<file path="src/rtl/uart_bram_loader.sv">
// uart_bram_loader
//   Receives 8N1 UART bytes, packs them little-endian into BRAM_WIDTH-bit
//   words and issues one BRAM write per word at addresses 0..BRAM_DEPTH-1.
//   Ports:
//     clk_in    - system clock
//     rst_in    - asynchronous reset, active-low
//     uart_rxd  - serial line, idle high, asynchronous to clk_in
//     start_in  - single-cycle pulse, arms (or restarts) a load at address 0
//     addr_out  - BRAM write address
//     data_out  - BRAM write data
//     wea_out   - single-cycle write strobe
//     busy_out  - high while a load is armed
//     done_out  - single-cycle pulse after the final write
//     error_out - sticky framing-error flag, cleared by start_in
module uart_bram_loader #(
  parameter int BRAM_WIDTH = 8,
  parameter int BRAM_DEPTH = 320*240,
  parameter int BAUD_RATE  = 3000000,
  parameter int CLK_FREQ   = 100000000
) (
  input  logic                          clk_in,
  input  logic                          rst_in,
  input  logic                          uart_rxd,
  input  logic                          start_in,
  output logic [$clog2(BRAM_DEPTH)-1:0] addr_out,
  output logic [BRAM_WIDTH-1:0]         data_out,
  output logic                          wea_out,
  output logic                          busy_out,
  output logic                          done_out,
  output logic                          error_out
);

  localparam int BIT_CYCLES = CLK_FREQ / BAUD_RATE;
  localparam int HALF       = BIT_CYCLES / 2;
  localparam int BPW        = (BRAM_WIDTH + 7) / 8;
  localparam int WORD_W     = BPW * 8;
  localparam int IDX_W      = (BPW > 1) ? $clog2(BPW) : 1;
  localparam int CNT_W      = $clog2(BIT_CYCLES + 1);
  localparam int ADDR_W     = $clog2(BRAM_DEPTH);

  typedef enum logic [1:0] {RX_IDLE, RX_START, RX_DATA, RX_STOP} rx_state_t;
  typedef enum logic {L_IDLE, L_LOADING} ld_state_t;

  logic             r_rxd_meta;
  logic             r_rxd_sync;
  logic             r_rxd_prev;
  rx_state_t        r_rx_state;
  logic [CNT_W-1:0] r_rx_cnt;
  logic [2:0]       r_rx_bit;
  logic [7:0]       r_rx_shift;
  logic [7:0]       r_byte;
  logic             r_byte_valid;
  logic             r_frame_err;

  ld_state_t        r_ld_state;
  logic [IDX_W-1:0] r_byte_idx;
  logic [WORD_W-1:0] r_word;
  logic [WORD_W-1:0] w_word_next;
  logic             w_word_done;

  // Two-flop synchronizer plus a delayed copy for falling-edge detection;
  // all flops idle high so reset release never looks like a start bit.
  always_ff @(posedge clk_in or negedge rst_in) begin
    if (!rst_in) begin
      r_rxd_meta <= 1'b1;
      r_rxd_sync <= 1'b1;
      r_rxd_prev <= 1'b1;
    end else begin
      r_rxd_meta <= uart_rxd;
      r_rxd_sync <= r_rxd_meta;
      r_rxd_prev <= r_rxd_sync;
    end
  end

  // Receive FSM: mid-bit sampling of start, 8 data bits (LSB first) and stop.
  always_ff @(posedge clk_in or negedge rst_in) begin
    if (!rst_in) begin
      r_rx_state   <= RX_IDLE;
      r_rx_cnt     <= '0;
      r_rx_bit     <= 3'd0;
      r_rx_shift   <= 8'd0;
      r_byte       <= 8'd0;
      r_byte_valid <= 1'b0;
      r_frame_err  <= 1'b0;
    end else begin
      r_byte_valid <= 1'b0;
      r_frame_err  <= 1'b0;
      case (r_rx_state)
        RX_IDLE: begin
          r_rx_cnt <= '0;
          if (r_rxd_prev && !r_rxd_sync) begin
            r_rx_state <= RX_START;
          end
        end
        RX_START: begin
          if (r_rx_cnt == CNT_W'(HALF - 1)) begin
            r_rx_cnt <= '0;
            r_rx_bit <= 3'd0;
            // Still low at mid-bit: a real start bit, otherwise a glitch.
            r_rx_state <= r_rxd_sync ? RX_IDLE : RX_DATA;
          end else begin
            r_rx_cnt <= r_rx_cnt + CNT_W'(1);
          end
        end
        RX_DATA: begin
          if (r_rx_cnt == CNT_W'(BIT_CYCLES - 1)) begin
            r_rx_cnt   <= '0;
            r_rx_shift <= {r_rxd_sync, r_rx_shift[7:1]};
            if (r_rx_bit == 3'd7) begin
              r_rx_state <= RX_STOP;
            end else begin
              r_rx_bit <= r_rx_bit + 3'd1;
            end
          end else begin
            r_rx_cnt <= r_rx_cnt + CNT_W'(1);
          end
        end
        RX_STOP: begin
          if (r_rx_cnt == CNT_W'(BIT_CYCLES - 1)) begin
            r_rx_cnt   <= '0;
            r_rx_state <= RX_IDLE;
            if (r_rxd_sync) begin
              r_byte       <= r_rx_shift;
              r_byte_valid <= 1'b1;
            end else begin
              r_frame_err <= 1'b1;
            end
          end else begin
            r_rx_cnt <= r_rx_cnt + CNT_W'(1);
          end
        end
        default: r_rx_state <= RX_IDLE;
      endcase
    end
  end

  // Word assembly: the incoming byte lands in the slot selected by the byte
  // index, so the first byte of a word ends up in bits [7:0].
  always_comb begin
    w_word_next = r_word;
    w_word_next[r_byte_idx*8 +: 8] = r_byte;
    w_word_done = (r_byte_idx == IDX_W'(BPW - 1));
  end

  // Loader FSM: start_in has priority over everything, including a write
  // that would otherwise be issued in the same cycle.
  always_ff @(posedge clk_in or negedge rst_in) begin
    if (!rst_in) begin
      r_ld_state <= L_IDLE;
      r_byte_idx <= '0;
      r_word     <= '0;
      addr_out   <= '0;
      data_out   <= '0;
      wea_out    <= 1'b0;
      busy_out   <= 1'b0;
      done_out   <= 1'b0;
      error_out  <= 1'b0;
    end else begin
      wea_out  <= 1'b0;
      done_out <= 1'b0;
      if (start_in) begin
        r_ld_state <= L_LOADING;
        r_byte_idx <= '0;
        r_word     <= '0;
        addr_out   <= '0;
        busy_out   <= 1'b1;
        error_out  <= 1'b0;
      end else begin
        if (r_frame_err) begin
          error_out <= 1'b1;
        end
        case (r_ld_state)
          L_IDLE: begin
            // busy stays high through the done_out cycle, drops here after.
            busy_out <= 1'b0;
          end
          L_LOADING: begin
            // Address advances on the edge that ends the strobe cycle.
            if (wea_out) begin
              if (addr_out == ADDR_W'(BRAM_DEPTH - 1)) begin
                done_out   <= 1'b1;
                r_ld_state <= L_IDLE;
              end else begin
                addr_out <= addr_out + ADDR_W'(1);
              end
            end
            if (r_byte_valid) begin
              r_word <= w_word_next;
              if (w_word_done) begin
                data_out   <= w_word_next[BRAM_WIDTH-1:0];
                wea_out    <= 1'b1;
                r_byte_idx <= '0;
              end else begin
                r_byte_idx <= r_byte_idx + IDX_W'(1);
              end
            end
          end
          default: r_ld_state <= L_IDLE;
        endcase
      end
    end
  end

endmodule
</file>
<file path="config.mk">
export PLATFORM = sky130hd
export DESIGN_NAME = uart_bram_loader
export DESIGN_NICKNAME = d
export VERILOG_FILES = /design/src/rtl/uart_bram_loader.sv
export SDC_FILE = /design/constraint.sdc
export NUM_CORES = 1
export LEC_CHECK = 0
export BUFFER_PORTS_ARGS = -buffer_cell sky130_fd_sc_hd__buf_2
export CAP_MARGIN = 0
export CORE_UTILIZATION = 25
export DETAILED_ROUTE_END_ITERATION = 10
export SYNTH_ARGS = -nofsm -noshare
export SYNTH_HDL_FRONTEND = slang
export SYNTH_SLANG_ARGS = --single-unit
</file>
<file path="constraint.sdc">
create_clock -name clk_in -period 3.8 [get_ports clk_in]
set_input_delay 0.19 -clock clk_in [delete_from_list [all_inputs] [get_ports clk_in]]
set_output_delay 0.19 -clock clk_in [all_outputs]
set_load 0.1 [all_outputs]
</file>
# --- Word-level counts from Yosys, hierarchy flattened ---
# Cells that the tools add are included.
op_classes:
  reduce_logical: 16
  eq_ne: 15
  bitwise_logic: 2
  shifts: 2
  n_addsub: 5
  muxes: 48
op_table:
  columns: ["op", "n"]
  rows:
  - ["2-to-1 mux 17 bit", 4]
  - ["negator 4 -> 34 bit", 1]
  - ["variable shift 8 x 34 -> 8 bit (first input constant)", 1]
  - ["indexed part select 8 x 34 -> 8 bit", 1]
  - ["2-to-1 mux 1 bit", 26]
  - ["2-to-1 mux 8 bit", 3]
  - ["case mux 6 bit (3 select lines)", 1]
  - ["adder 17 x 1 -> 17 bit (second input constant)", 1]
  - ["== test 17 bit (second input constant)", 1]
  - ["inequality test 2 bit (second input constant)", 8]
  - ["2-to-1 mux 2 bit", 6]
  - ["2-to-1 mux 6 bit", 2]
  - ["nonzero test 2 bit", 5]
  - ["2-to-1 mux 3 bit", 3]
  - ["bitwise mux 8 bit", 1]
  - ["case mux 2 bit (4 select lines)", 1]
  - ["AND reduction 4 bit", 2]
  - ["adder 6 x 1 -> 6 bit (second input constant)", 1]
  - ["== test 6 x 4 -> 1 bit (second input constant)", 1]
  - ["== test 6 bit (second input constant)", 1]
  - ["case mux 3 bit (2 select lines)", 1]
  - ["AND reduction 3 bit", 2]
  - ["AND reduction 5 bit", 1]
  - ["== test 2 bit (second input constant)", 2]
  - ["other kinds (10)", 12]
word_totals:
  word_cells: 107
  out_inout_bits: 29
  inputBits: 4
  register_bits: 71

# --- Longest topological paths before layout ---
logic_depth:
  word_depth: 6
  depth_mapped: 6
  depth_no_buf: 5

# --- Worst setup path after synthesis ---
# OpenSTA, ideal clock, no wires.
synth_path:
  kind: "register to register"
  startpoint: "register addr_out[1]"
  endpoint: "register r_ld_state"
  setup_slack_ns: 1.292
  stages_incl_launch_ff: 7
  t_required_ns: 3.682
  path_buffers: 1
  t_arrival_ns: 2.390
  setup_time_ns: 0.118
  synth_period_minus_slack_ns: 2.508
  cell_sequence: "dfrtp_1 -> ha_1 -> nand4bb_1 -> nor4_4 -> buf_2 -> nand2_1 -> a21o_1"
synth_between:
  elab_chain_cells: 5
synth_lines:
  columns: ["element", "line_no", "rtl"]
  rows:
  - ["start: declaration", "25", "output logic [$clog2(BRAM_DEPTH)-1:0] addr_out,"]
  - ["start signal: assignment", "184", "addr_out <= addr_out + ADDR_W'(1);"]
  - ["== test 17 bit", "180", "if (addr_out == ADDR_W'(BRAM_DEPTH - 1)) begin"]
  - ["2-to-1 mux 1 bit", "180", null]
  - ["2-to-1 mux 1 bit", "179", "if (wea_out) begin"]
  - ["2-to-1 mux 1 bit", "172", "case (r_ld_state)"]
  - ["2-to-1 mux 1 bit", "161", "if (start_in) begin"]
  - ["end signal: assignment", "162", "r_ld_state <= L_LOADING;"]
  - ["end signal: assignment", "182", "r_ld_state <= L_IDLE;"]
  - ["end signal: assignment", "198", "default: r_ld_state <= L_IDLE;"]
  - ["end: declaration", "55", "ld_state_t r_ld_state;"]
# No other way between the ends.
# A chain may end at the register's enable or synchronous reset.

# --- Worst setup path in the final report ---
layout_path:
  startpoint: "register addr_out[0]"
  endpoint: "register addr_out[8]"
layout_between:
  elab_chain_cells: 5
  word_cells_on_any_way: 8
  cone_classes: "add/sub (1); eq/ne (2); mux (4); reduce/logical (1)"
layout_lines:
  columns: ["element", "line_no"]
  rows:
  - ["adder 17 x 1 -> 17 bit", "184"]
  - ["2-to-1 mux 17 bit", "180"]
  - ["2-to-1 mux 17 bit", "179"]
  - ["2-to-1 mux 17 bit", "172"]
  - ["2-to-1 mux 17 bit", "161"]
# Several ways; a longest one is shown, not always the timed one. The select of a mux whose other input is x is not followed.

==> results_tabular.tex <==
\begin{tabular}{lr}
\hline
Metric & Value \\
\hline
\multicolumn{2}{l}{\textbf{Clock tree}} \\
Max Buffers Root-to-Sink & 2 \\
Buffers inserted during post-CTS setup optimization & 0 \\
CTS root buffer & clkbuf\_8 \\
Clock slew at the register clock pins of the worst setup and hold paths & 0.07 ns \\
H-tree levels & 3 \\
Sink count of the clock tree & 62 \\
CTS tree & yes \\
Number of buffers inserted during clock tree synthesis & 9 \\
Quantity of gates resized following cts & 0 \\
Clock latency at the later pin of the worst-skew pair & 0.34 ns \\
\multicolumn{2}{l}{\textbf{Logic synthesis}} \\
Net Count, Synth & 249 \\
Number of standard cells after synthesis & 240 \\
Post-synthesis sequential element count & 62 \\
Portion of synthesized cell area occupied by the leading cell type & 0.5393 \\
Count of flip-flops with a built-in enable after synthesis & 0 \\
Part of the Yosys area used for sequential elements & 0.5681 \\
Ys Warns & 0 \\
Most frequent cells after synthesis & 59 x dfrtp\_1, 33 x nand2\_1, 18 x mux2\_2 \\
Largest area contributor in the synthesized netlist & dfrtp\_1 \\
Ranking of synthesized cells by area & dfrtp\_1 54\%, mux2\_2 7.4\%, nand2\_1 4.5\% \\
Most frequent cell after synthesis & dfrtp\_1 \\
Asr flop ratio synth & 1.000 \\
Number of distinct standard cells referenced by the synthesized netlist & 49 \\
Predominant post-synthesis flop cell & dfrtp\_1 \\
Cell area after synthesis & 2738 um\^{}2 \\
Synthesized area per cell & 11.41 um\^{}2 \\
\multicolumn{2}{l}{\textbf{Final layout}} \\
Antenna diode count & 0 \\
Area Growth Syn to Fin & 18.92\% \\
Share of final-layout standard cells stronger than drive strength 1 & 0.2657 \\
Number of nets in the layout & 290 \\
\multicolumn{2}{l}{\textbf{Timing}} \\
Final hold slack & 0.2914 ns \\
Setup repair after global routing missed its margin & no \\
Post-route setup slack & 1.573 ns \\
Rel. slew slack & 0.4434 \\
Portion of the clock cycle consumed by the worst path in the final layout & 0.5862 \\
Final min period & 2.227 ns \\
Sum of negative setup slack & 0 ns \\
Clock tree skew after final layout & 0.01210 ns \\
Total of endpoints with negative setup slack in the final report & 0 \\
Number of max-slew violations in the final report & 0 \\
Final count of hold timing violations & 0 \\
Pin slew with the least headroom to its limit & 0.8286 ns \\
Upper clock frequency limit & 448.9 MHz \\
\multicolumn{2}{l}{\textbf{Setup path}} \\
CP Capture Type & flop \\
Maximum net fanout on the critical path & 18 \\
Critical Setup Path Class & reg2reg \\
Critical path arrival & 2.45 ns \\
Worst endpoint required time & 4.02 ns \\
Sort of element at the start of the critical path & flop \\
\multicolumn{2}{l}{\textbf{Hold path}} \\
Tightest Hold Check Type & in2reg \\
\multicolumn{2}{l}{\textbf{Power}} \\
NetSw & 270.0 uW \\
Fraction of power spent switching nets & 0.2186 \\
Total power per unit cell area & 379.4 nW/um\^{}2 \\
Clock network fraction of total power & 0.430 \\
Combinational share of power & 0.026 \\
Internal Pwr Total & 965.2 uW \\
Relative contribution of sequential cells to total power & 0.544 \\
VDD IR-drop max & 0.1224 mV \\
Leakage Power & 0.001557 uW \\
\multicolumn{2}{l}{\textbf{Global routing}} \\
First-pass GRT wire length & 9170 um \\
Via count of the first global-routing pass & 1,927 \\
Global-route congestion overflow total & 0 \\
Number of antenna violations at the first check in global routing & 0 \\
Maximum number of pins on one net before global-route repair & 37 \\
Overall routing resource usage & 0.1041 \\
\multicolumn{2}{l}{\textbf{Routing}} \\
Average routed wire per standard cell & 13.12 um \\
Avg Vias per Cell & 4.637 \\
Detailed-route via count & 1,957 \\
First-iteration detailed-routing DRC count & 91 \\
Number of detailed-routing iterations run before antenna repair & 5 \\
Number of remaining DRC errors & 0 \\
Total detailed-routing wirelength & 5538 um \\
Post-route antenna net violation count & 0 \\
\multicolumn{2}{l}{\textbf{Die}} \\
Number of top-level pins & 33 \\
Total die area & 11,370 um\^{}2 \\
Effective utilization at floorplan & 0.2617 \\
Width of the die & 106.6 um \\
Height of the chip & 106.6 um \\
Area of the core & 10,460 um\^{}2 \\
Cell row count & 37 \\
\multicolumn{2}{l}{\textbf{Placement}} \\
IO Port Bufs & 32 \\
Gp weighted congestion & 0.7615 \\
Pre-CTS setup slack & 1.602 ns \\
Placed wire-length estimate & 3744 um \\
\multicolumn{2}{l}{\textbf{Job}} \\
Count of maximum capacitance violations & 0 \\
\multicolumn{2}{l}{\textbf{Run status}} \\
Outcome & completed \\
\hline
\end{tabular}
==> flip-flops by register name, summed over array words and instances (netlist names), named ones only <==
register	count
r_rxd_meta	1
r_rxd_prev	1
r_ld_state	1
wea_out	1
r_rxd_sync	1
done_out	1
r_rx_state	1
data_out	8
error_out	1
r_rx_shift	8
addr_out	17
r_byte	8
r_rx_bit	3
r_byte_valid	1
r_rx_cnt	6
busy_out	1
r_frame_err	1
==> cell usage in the layout (no fill, tap or decap), types with 2 or more instances in the layout <==
master,n
ha_1,5
a21o_1,2
or4_1,6
dfstp_2,3
xor2_1,4
dfrtp_1,59
o21ai_0,5
nand2_1,33
nand3_1,4
nand4bb_1,2
buf_2,32
inv_1,8
or3_1,5
nor2b_1,2
clkbuf_1,3
clkbuf_8,12
nand4_1,5
and4_1,2
nor2_1,15
mux2i_1,2
a22o_1,2
o31ai_1,7
mux2_2,18
and3_1,2
o21ai_1,2
dlygate4sd3_1,2
nand2b_1,2
a21oi_1,14
nand3_2,3
a31oi_1,2
==> layout make-up <==
cell class	instances	area, um^2
Tap cell	136	170.2
Multi-Input combinational cell	164	1127
Clock buffer	15	176.4
Clock inverter	1	5.005
Inverter	9	33.78
Sequential cell	62	1555
Timing Repair Buffer	35	187.7
Fill cell	1092	7207
==> cell families (layout without fill, tap and decap cells) <==
| group | count (synthesis) | after routing | share of synthesized area |
|---|---|---|---|
| AOI/OAI and AO/OA | 39 | 39 | 0.08958 |
| xor gates and xnor gates | 5 | 5 | 0.01600 |
| adders and majority gates | 5 | 5 | 0.02285 |
| buffers and inverters | 14 | 60 | 0.02011 |
| DFF | 62 | 62 | 0.5681 |
| muxes | 21 | 21 | 0.08546 |
| and+or+nand+nor | 94 | 94 | 0.1979 |
==> per-stage QoR <==
| step | power, uW | cells | utilization | cell area [um^2] |
|---|---|---|---|---|
| after detailed placement | 716.1 | 404 | 0.2919 | 3054 |
| final | 1235 | 422 | 0.3112 | 3256 |
| after global routing | 1285 | 422 | 0.3112 | 3256 |
| after global placement | 715.0 | 404 | 0.2919 | 3054 |
| after floorplan | 695.5 | 240 | - | 2738 |
| after CTS | 1252 | 422 | 0.3112 | 3256 |
==> per-layer routing <==
layer	routed length (um)	global-route usage	up-vias
met2	2672	0.1728	43
li1	-	-	945
met1	2526	0.1208	961
met4	72	0.03620	0
met3	266	0.04255	8
met5	0	0	-
==> worst max-delay path, cell delays in order, from the launching register on <==
cell       delay, ns
dfrtp_1         0.41
ha_1            0.21
nand4bb_1       0.20
nor4_4          0.81
nor4b_2         0.14
mux2_1          0.35
==> power groups by stage <==
stage,combinational (uW),sequential [uW],clock (uW)
final,31.9,672,531
after global routing,37.0,672,576
after CTS,33.8,672,547
after detailed placement,32.0,684,0
after floorplan,14.8,681,0
after global placement,31.2,684,0
==> path summary, 6_finish.rpt <==
kind                                         startpoint                         to  slack [ns]  cells after the start
worst max-delay path            addr_out[0]$_DFFE_PN0P_    addr_out[8]$_DFFE_PN0P_        1.57                      5
worst min-delay path                           start_in   addr_out[11]$_DFFE_PN0P_        0.29                      2
worst max register to register  addr_out[0]$_DFFE_PN0P_    addr_out[8]$_DFFE_PN0P_        1.57                      5
worst min register to register     r_rxd_meta$_DFF_PN1_       r_rxd_sync$_DFF_PN1_        0.36                      0
max in group asynchronous                        rst_in       r_rxd_prev$_DFF_PN1_        2.49                      3
min in group asynchronous                        rst_in  r_rx_shift[7]$_DFFE_PN0P_        0.40                      2
==> what timing repair did <==
item / in CTS / in global routing
setup endpoints to repair: 0 / 0
hold endpoints to repair: 25 / 0
hold buffers: 2 / 0
Note: power is estimated with default switching activity, not from simulation.
